### src/rtl/instr_prefetch_pkg.sv
// Shared constants and types for the instruction prefetch stage.
// Build option: define PREFETCH_BYPASS_EN to let a response that arrives at an
// empty queue reach the core in the same cycle.
package instr_prefetch_pkg;

  // Widths shared with the cpu core (word-addressed PC, 32-bit instructions).
  localparam int PC_W          = 11;
  localparam int INSTR_W       = 32;
  localparam int DEFAULT_DEPTH = 4;

  // Word presented on instr whenever no valid entry is available.
  localparam logic [INSTR_W-1:0] NOP_INSTR = '0;

  typedef enum logic {
    S_BOOT,
    S_FETCH
  } fetch_state_t;

endpackage

### src/rtl/instr_prefetch_if.sv
// Bus between the prefetch stage, the instruction memory and the cpu core.
// master = prefetch stage, slave = memory/core environment.
interface instr_prefetch_if import instr_prefetch_pkg::*; #(
  parameter int DEPTH = DEFAULT_DEPTH
) ();

  localparam int CNT_W = $clog2(DEPTH) + 1;

  logic [PC_W-1:0]    start_pc;
  logic               redirect;
  logic [PC_W-1:0]    redirect_pc;
  logic               imem_rd;
  logic [PC_W-1:0]    imem_addr;
  logic [INSTR_W-1:0] imem_rdata;
  logic [INSTR_W-1:0] instr;
  logic [PC_W-1:0]    instr_pc;
  logic               instr_valid;
  logic               instr_take;
  logic [CNT_W-1:0]   q_count;

  modport master (
    input  start_pc, redirect, redirect_pc, imem_rdata, instr_take,
    output imem_rd, imem_addr, instr, instr_pc, instr_valid, q_count
  );

  modport slave (
    output start_pc, redirect, redirect_pc, imem_rdata, instr_take,
    input  imem_rd, imem_addr, instr, instr_pc, instr_valid, q_count
  );

endinterface

### src/rtl/instr_prefetch_fifo.sv
// prefetch_fifo: DEPTH-entry register queue with push, pop and flush.
// Flush wins over push and pop; pointers wrap naturally (DEPTH is a power of 2).
module prefetch_fifo #(
  parameter int DEPTH = 4,
  parameter int WIDTH = 43
) (
  input  logic                       clk,
  input  logic                       rst_n,
  input  logic                       i_push,
  input  logic                       i_pop,
  input  logic                       i_flush,
  input  logic [WIDTH-1:0]           i_data,
  output logic [WIDTH-1:0]           o_data,
  output logic [$clog2(DEPTH):0]     o_count
);

  localparam int PTR_W = $clog2(DEPTH);
  localparam int CNT_W = PTR_W + 1;

  logic [WIDTH-1:0] r_mem [DEPTH];
  logic [PTR_W-1:0] r_head;
  logic [PTR_W-1:0] r_tail;
  logic [CNT_W-1:0] r_count;

  // Queue storage, pointers and occupancy; flush empties by snapping head to tail.
  always_ff @(posedge clk or negedge rst_n) begin
    if (!rst_n) begin
      r_head  <= '0;
      r_tail  <= '0;
      r_count <= '0;
      for (int i = 0; i < DEPTH; i++) r_mem[i] <= '0;
    end else if (i_flush) begin
      r_head  <= r_tail;
      r_count <= '0;
    end else begin
      if (i_push) begin
        r_mem[r_tail] <= i_data;
        r_tail        <= r_tail + PTR_W'(1);
      end
      if (i_pop) r_head <= r_head + PTR_W'(1);
      case ({i_push, i_pop})
        2'b10:   r_count <= r_count + CNT_W'(1);
        2'b01:   r_count <= r_count - CNT_W'(1);
        default: r_count <= r_count;
      endcase
    end
  end

  assign o_data  = r_mem[r_head];
  assign o_count = r_count;

  a_no_overflow: assert property (@(posedge clk) disable iff (!rst_n) r_count <= CNT_W'(DEPTH));

endmodule

### src/rtl/instr_prefetch.sv
// instr_prefetch: issues sequential reads to a synchronous instruction memory,
// queues the returned words and hands them to the core; redirect flushes and
// restarts fetch. Build option PREFETCH_BYPASS_EN adds an empty-queue bypass.
module instr_prefetch import instr_prefetch_pkg::*; #(
  parameter int DEPTH = DEFAULT_DEPTH
) (
  input  logic              clk,
  input  logic              rst_n,
  instr_prefetch_if.master  bus
);

  localparam int CNT_W   = $clog2(DEPTH) + 1;
  localparam int ENTRY_W = INSTR_W + PC_W;

  fetch_state_t        r_state;
  logic [PC_W-1:0]     r_fetch_pc;
  logic [PC_W-1:0]     r_req_pc;
  logic                r_rd_pending;

  logic                w_fetching;
  logic                w_flush;
  logic                w_issue;
  logic                w_push;
  logic                w_pop;
  logic                w_q_valid;
  logic [CNT_W-1:0]    w_count;
  logic [CNT_W:0]      w_inflight;
  logic [ENTRY_W-1:0]  w_head;

  assign w_fetching = (r_state == S_FETCH);
  assign w_flush    = w_fetching & bus.redirect;
  assign w_q_valid  = (w_count != '0);

  // The outstanding read reserves a slot, so a full queue blocks issue even while popping.
  assign w_inflight = {1'b0, w_count} + {{CNT_W{1'b0}}, r_rd_pending};
  assign w_issue    = w_fetching & ~bus.redirect & (w_inflight < (CNT_W+1)'(DEPTH));
  assign w_pop      = bus.instr_take & w_q_valid & ~w_flush;

`ifdef PREFETCH_BYPASS_EN
  logic w_bypass;
  assign w_bypass = r_rd_pending & ~w_flush & ~w_q_valid;
  assign w_push   = r_rd_pending & ~w_flush & ~(w_bypass & bus.instr_take);
`else
  assign w_push   = r_rd_pending & ~w_flush;
`endif

  assign bus.imem_rd   = w_issue;
  assign bus.imem_addr = r_fetch_pc;
  assign bus.q_count   = w_count;

  prefetch_fifo #(
    .DEPTH (DEPTH),
    .WIDTH (ENTRY_W)
  ) u_fifo (
    .clk     (clk),
    .rst_n   (rst_n),
    .i_push  (w_push),
    .i_pop   (w_pop),
    .i_flush (w_flush),
    .i_data  ({bus.imem_rdata, r_req_pc}),
    .o_data  (w_head),
    .o_count (w_count)
  );

  // Boot/fetch FSM with fetch PC, outstanding-read flag and the PC of that read.
  always_ff @(posedge clk or negedge rst_n) begin
    if (!rst_n) begin
      r_state      <= S_BOOT;
      r_fetch_pc   <= '0;
      r_req_pc     <= '0;
      r_rd_pending <= 1'b0;
    end else begin
      case (r_state)
        S_BOOT: begin
          r_fetch_pc   <= bus.start_pc;
          r_rd_pending <= 1'b0;
          r_state      <= S_FETCH;
        end
        S_FETCH: begin
          if (bus.redirect) begin
            r_fetch_pc   <= bus.redirect_pc;
            r_rd_pending <= 1'b0;
          end else begin
            r_rd_pending <= w_issue;
            if (w_issue) begin
              r_fetch_pc <= r_fetch_pc + PC_W'(1);
              r_req_pc   <= r_fetch_pc;
            end
          end
        end
        default: r_state <= S_BOOT;
      endcase
    end
  end

  // Head-of-queue presentation; the bypass build can substitute the arriving word.
  always_comb begin
    bus.instr_valid = w_q_valid;
    bus.instr       = w_q_valid ? w_head[ENTRY_W-1:PC_W] : NOP_INSTR;
    bus.instr_pc    = w_q_valid ? w_head[PC_W-1:0] : '0;
`ifdef PREFETCH_BYPASS_EN
    if (w_bypass) begin
      bus.instr_valid = 1'b1;
      bus.instr       = bus.imem_rdata;
      bus.instr_pc    = r_req_pc;
    end
`endif
  end

endmodule

### src/flat_wrapper.sv
// flat-port wrapper written by rule: the top's interface ports become plain ports
module instr_prefetch_flat import instr_prefetch_pkg::*;
#(
  parameter int DEPTH = DEFAULT_DEPTH
)
  (clk, rst_n, bus_start_pc, bus_redirect, bus_redirect_pc, bus_imem_rdata, bus_instr_take, bus_imem_rd, bus_imem_addr, bus_instr, bus_instr_pc, bus_instr_valid, bus_q_count);
  instr_prefetch_if #(.DEPTH(DEPTH)) bus_i ();
  input  logic clk;
  input  logic rst_n;
  input wire logic [$bits(bus_i.start_pc)-1:0] bus_start_pc;
  input wire logic [$bits(bus_i.redirect)-1:0] bus_redirect;
  input wire logic [$bits(bus_i.redirect_pc)-1:0] bus_redirect_pc;
  input wire logic [$bits(bus_i.imem_rdata)-1:0] bus_imem_rdata;
  input wire logic [$bits(bus_i.instr_take)-1:0] bus_instr_take;
  output wire logic [$bits(bus_i.imem_rd)-1:0] bus_imem_rd;
  output wire logic [$bits(bus_i.imem_addr)-1:0] bus_imem_addr;
  output wire logic [$bits(bus_i.instr)-1:0] bus_instr;
  output wire logic [$bits(bus_i.instr_pc)-1:0] bus_instr_pc;
  output wire logic [$bits(bus_i.instr_valid)-1:0] bus_instr_valid;
  output wire logic [$bits(bus_i.q_count)-1:0] bus_q_count;
  assign bus_i.start_pc = bus_start_pc;
  assign bus_i.redirect = bus_redirect;
  assign bus_i.redirect_pc = bus_redirect_pc;
  assign bus_i.imem_rdata = bus_imem_rdata;
  assign bus_i.instr_take = bus_instr_take;
  assign bus_imem_rd = bus_i.imem_rd;
  assign bus_imem_addr = bus_i.imem_addr;
  assign bus_instr = bus_i.instr;
  assign bus_instr_pc = bus_i.instr_pc;
  assign bus_instr_valid = bus_i.instr_valid;
  assign bus_q_count = bus_i.q_count;
  instr_prefetch #(.DEPTH(DEPTH)) u_core (.clk(clk), .rst_n(rst_n), .bus(bus_i));
endmodule
### config.mk
export PLATFORM = sky130hd
export DESIGN_NAME = instr_prefetch_flat
export DESIGN_NICKNAME = d
export VERILOG_FILES = /design/src/rtl/instr_prefetch_pkg.sv /design/src/rtl/instr_prefetch_if.sv /design/src/rtl/instr_prefetch_fifo.sv /design/src/rtl/instr_prefetch.sv /design/src/flat_wrapper.sv
export SDC_FILE = /design/constraint.sdc
export NUM_CORES = 1
export LEC_CHECK = 0
export ABC_AREA = 1
export BUFFER_PORTS_ARGS = -buffer_cell sky130_fd_sc_hd__buf_2
export CORE_MARGIN = 5
export CORE_UTILIZATION = 60
export DETAILED_ROUTE_END_ITERATION = 10
export HOLD_SLACK_MARGIN = 0.08
export PLACE_DENSITY = 0.91
export SLEW_MARGIN = 40
export SYNTH_ARGS = -nofsm -noshare
export SYNTH_HDL_FRONTEND = slang
export SYNTH_HIERARCHICAL = 1
export SYNTH_SLANG_ARGS = --single-unit
### constraint.sdc
create_clock -name clk -period 5.3 [get_ports clk]
set_input_delay 0.53 -clock clk [delete_from_list [all_inputs] [get_ports clk]]
set_output_delay 0.53 -clock clk [all_outputs]
set_load 0.03 [all_outputs]
Word level (Yosys, flattened, before mapping)
Index checks and enable logic that the tools add are counted.

Mux-type cells: 17. Eq/ne operators: 3. Bitwise logic cells: 11. Add/sub/neg operators: 6. Order comparisons: 4. Reductions and logical operators: 6.

Operator list (count): 172-bit bitwise mux (1); 43-bit two-way mux (3); 43-bit binary-select mux with 2-bit select (1); 43-bit demux with 2-bit select (1); 11-bit two-way mux (3); 32-bit two-way mux (1); 11-bit one-hot mux with 2 select lines (1); 11-bit by 1-bit adder with 11-bit output (second input constant) (1); 1-bit bitwise AND (6); 3-bit greater-or-equal comparator (second input constant) (2); 2-bit NOT with 3-bit output (2); 3-bit one-hot mux with 2 select lines (1); 3-bit nonzero test (2); 2-bit by 1-bit adder with 2-bit output (second input constant) (2); 3-bit by 1-bit adder with 4-bit output (1); 4-bit by 3-bit less-than comparator with 1-bit output (second input constant) (1); 2-bit two-way mux (2); 3-bit by 1-bit adder with 3-bit output (second input constant) (1); 3-bit by 1-bit less-than comparator with 1-bit output (second input constant) (1); 3-bit two-way mux (1); 3-bit != test (second input constant) (1); 1-bit NOT (3); 3-bit AND reduction (1); 3-bit by 1-bit subtractor with 3-bit output (second input constant) (1); other kinds (7) (7).

Input bits: 58. Logic and storage cells: 58. Flip-flop bits (word level): 203.

Longest topological paths before layout
Depth after elaboration: 6. Mapped depth: 15. Depth with buffers taken out: 14.

By module
Netlist, hierarchy kept.

By module, submodules not included: prefetch_fifo (sequential area each 4479.3 um^2, area each 7812.5 um^2, cells an instance 895, times used 1); instr_prefetch (sequential area each 600.6 um^2, area each 1742.9 um^2, cells an instance 281, times used 1).

Worst setup path before layout
No wires, ideal clock.

Path type: register to output. Start point: reg u_core.u_fifo.r_head[0]. End point: out bus_instr[0]. Stages on the path, launching flop included: 9. Data required time: 4770 ps. Slack: 3239 ps. Data arrival time: 1531 ps. Cell sequence: dfrtp_1 > buf_2 > inv_1 > buf_4 > buf_4 > nor2_1 > o22ai_1 > inv_1 > nor2_1.

Cells in the longest elaborated chain, start to end: 5.

Ends and longest elaborated chain: from (decl) (line instr_prefetch_fifo.sv:21) `logic [PTR_W-1:0] r_head;`; from (signal assigned) (line instr_prefetch_fifo.sv:33) `r_head <= r_tail;`; from (signal assigned) (line instr_prefetch_fifo.sv:40) `if (i_pop) r_head <= r_head + PTR_W'(1);`; 2-bit NOT with 3-bit output (implied by the code) (line instr_prefetch_fifo.sv:49) `assign o_data = r_mem[r_head];`; 43-bit binary-select mux with 2-bit select (line instr_prefetch_fifo.sv:49); 43-bit two-way mux (implied by the code) (2 in series) (line instr_prefetch_fifo.sv:49); net u_core.w_head[11] (line instr_prefetch.sv:28) `logic [ENTRY_W-1:0] w_head;`; 32-bit two-way mux (line instr_prefetch.sv:99) `bus.instr = w_q_valid ? w_head[ENTRY_W-1:PC_W] : NOP_INSTR;`; to (decl) (line flat_wrapper.sv:17) `output wire logic [$bits(bus_i.instr)-1:0] bus_instr;`.

The timed path passes the listed nets, and every way through them passes these cells. The select of a mux whose other input is x is not followed.

Final worst setup path
Start point: reg u_core.u_fifo.r_head[0]. End point: out bus_instr[13].

Same word-level chain as after synthesis.

==> run metrics <==
half-perimeter wire length after detailed placement 13500 µm; core box area 15800 µm²; Syn. warnings 6; floorplan die width between 100 and 150 µm; number of storage elements in the synthesis netlist 203; commonest non-fill, non-tap cells in the layout nand2_1, dfrtp_1, o21ai_1, nor2_1, buf_2; Worst-Margin Slew ~0.73 ns; setup repair after global routing missed its margin no; number of placement rows between 40 and 50; achievable frequency between 300 and 400 MHz; number of sinks on the clock net 203; number of cells produced by synthesis approximately 1200; most area-consuming cells after synthesis dfrtp_1, nand2_1, o21ai_1, nor2_1, o21ai_0; H-tree Lvls 1; Max-slew headroom 0.512; summed negative setup slack over all endpoints 0 ns; category of the most critical setup path flop to primary output; final count of negative-setup-slack endpoints 0; worst setup timing slack at the placement stage about 2.6 ns; post-layout minimum cycle time about 3.2 ns; number of buffers inserted by hold repair at cts 0; 1st-iter DRT viols 985; library cell used as clock root buffer clkbuf_16; CP Max Fanout 52; detailed-router iteration count before antenna repair 5; Worst IR Drop VDD roughly 0.00047 V; ratio of routed vias to standard cells 5.67; setup slack after layout 2.13 ns; cell type with the highest aggregate area in the netlist dfrtp_1; synth unique cells 27; layout overhead on the synthesized area 13.1%; final slew viol count 0; post-route DRC violation count 0; max-cap check violation count 0; endpoint arrival time on the critical path 2.64 ns; portion of synthesized cell area occupied by the leading cell type 0.532; clock tree from TritonCTS yes; net count of the mapped netlist around 1200; Inserted Diodes 0; DP Cell Count 1445; nets 1316; Overflow after GRT 0; die area between 15000 and 20000 µm²; kind of path behind the tightest hold check input pin to async pin; Routed Wire Length ~23000 µm; post-synthesis sequential area ratio 0.532; clock skew after layout between 0.01 and 0.015 ns; fin crit share 0.598; average cell area after synthesis 8.13 µm²; Die H between 100 and 150 µm; most frequent standard cell in the layout excluding fill and tap cells nand2_1; overall global routing resource usage 0.253; number of I/O port buffers approximately 120; number of buffers added by the clock tree synthesis step 21; outcome finished, final reports clean; clock buffer depth 3; register clock-pin slew on the reported worst setup and hold paths ~0.06 ns; count of nets left with antenna violations after detail routing 0; number of global-route vias before repair slightly above 8000; Hold Worst Slack approximately 0.065 ns; average wire per standard cell about 16 µm; # resized after CTS 0; kind of end point of the critical path primary output; antenna violations before repair 0; startpoint kind of the worst setup timing path flop; source-to-sink clock delay at the later pin of the worst-skew pair around 0.49 ns; IO Count 117; final hold violation count 0; count of buffers added by post-CTS timing repair for setup 0; layout cells sized above 1 0.149; vias post-DR 8395; final cell count without fillers between 1000 and 1500; summed instance area of the synthesized netlist roughly 9600 µm²; pin count of the biggest net entering global routing roughly 100; Routability Congestion between 0.8 and 0.9; cell leakage power about 5.5 nW; required arrival time at the worst endpoint about 4.8 ns; power per cell area 679 nW/µm²; wire length of the first global-routing pass between 30000 and 40000 µm; initial core utilization 0.606
## state kept, by name (all words and copies together), names as in the netlist
register	count
u_core/r_state	1
u_core/r_req_pc	11
u_core/bus.imem_addr	11
u_core/r_rd_pending	1
u_core/u_fifo/o_count	3
u_core/u_fifo/r_head	2
u_core/u_fifo/r_tail	2
u_core/u_fifo/r_mem	172
## Yosys cell counts, drive strengths merged
library cell,n
a21oi,9
a31oi,2
buf,46
clkbuf,28
conb,1
dfrtp,203
fa,1
ha,5
inv,118
nand2,261
nand3,19
nor2,158
nor3,1
o211ai,1
o21ai,277
o22ai,43
xor2,3
## worst paths after layout
check	start	endpoint	slack [ns]	depth (start not counted)
min in group clk	bus_imem_rdata[14]	u_core/u_fifo/r_mem[25]	0.34	3
max in group asynchronous	rst_n	u_core/u_fifo/r_mem[93]	4.00	2
max	u_core/u_fifo/r_head[0]	bus_instr[13]	2.13	7
min	rst_n	u_core/u_fifo/r_mem[28]	0.06	1
min reg2reg	u_core/r_req_pc[6]	u_core/r_req_pc[6]	0.48	2
max reg2reg	u_core/r_state	u_core/u_fifo/r_mem[143]	2.79	9
## stage by stage
| stage | area [µm²] | power, mW | util |
|---|---|---|---|
| after floorplan | 9560 | 4.92 | - |
| after global placement | 10100 | 5.61 | 0.639 |
| after detailed placement | 10100 | 5.75 | 0.640 |
| after CTS | 10800 | 7.32 | 0.685 |
| after global routing | 10800 | 7.85 | 0.685 |
| final | 10800 | 7.34 | 0.685 |
## power breakdown
| part | switching, mW | total (mW) | internal (mW) |
|---|---|---|---|
| registers | 0.410 | 2.62 | 2.21 |
| logic | 2.19 | 3.21 | 1.01 |
| clock network | 0.579 | 1.51 | 0.934 |
| total | 3.18 | 7.34 | 4.16 |
## metal layers
metal,global-route usage,wire length [µm],vias to the layer above
met4,0.0957,542,0
met5,0,0,-
met1,0.339,9490,3969
met2,0.417,11200,430
li1,-,-,3942
met3,0.0411,1960,54
## critical path, stage by stage (launching register included)
cell	delay, ns
dfrtp_2	0.43
clkinv_2	0.48
buf_4	0.46
o21ai_0	0.16
o22ai_1	0.21
inv_1	0.07
nor2_1	0.10
buf_2	0.21
## area by class of cell
| class | count | area (µm²) |
|---|---|---|
| clock inverter | 3 | 65.1 |
| fill | 1230 | 4960 |
| multi-input combinational | 781 | 3620 |
| tap | 216 | 270 |
| inverter | 118 | 444 |
| clock buffer | 33 | 651 |
| sequential | 203 | 5080 |
| timing repair buffer | 127 | 677 |
## kinds of logic after synthesis
logic type	Yosys count	synth area share
other cells	1	0.000392
xor+xnor	3	0.00275
flops	203	0.532
buf+inv	192	0.0911
compound gates	332	0.184
simple gates	439	0.182
fa+ha+maj	6	0.00864
No activity file was read; power rests on OpenSTA's default activity.
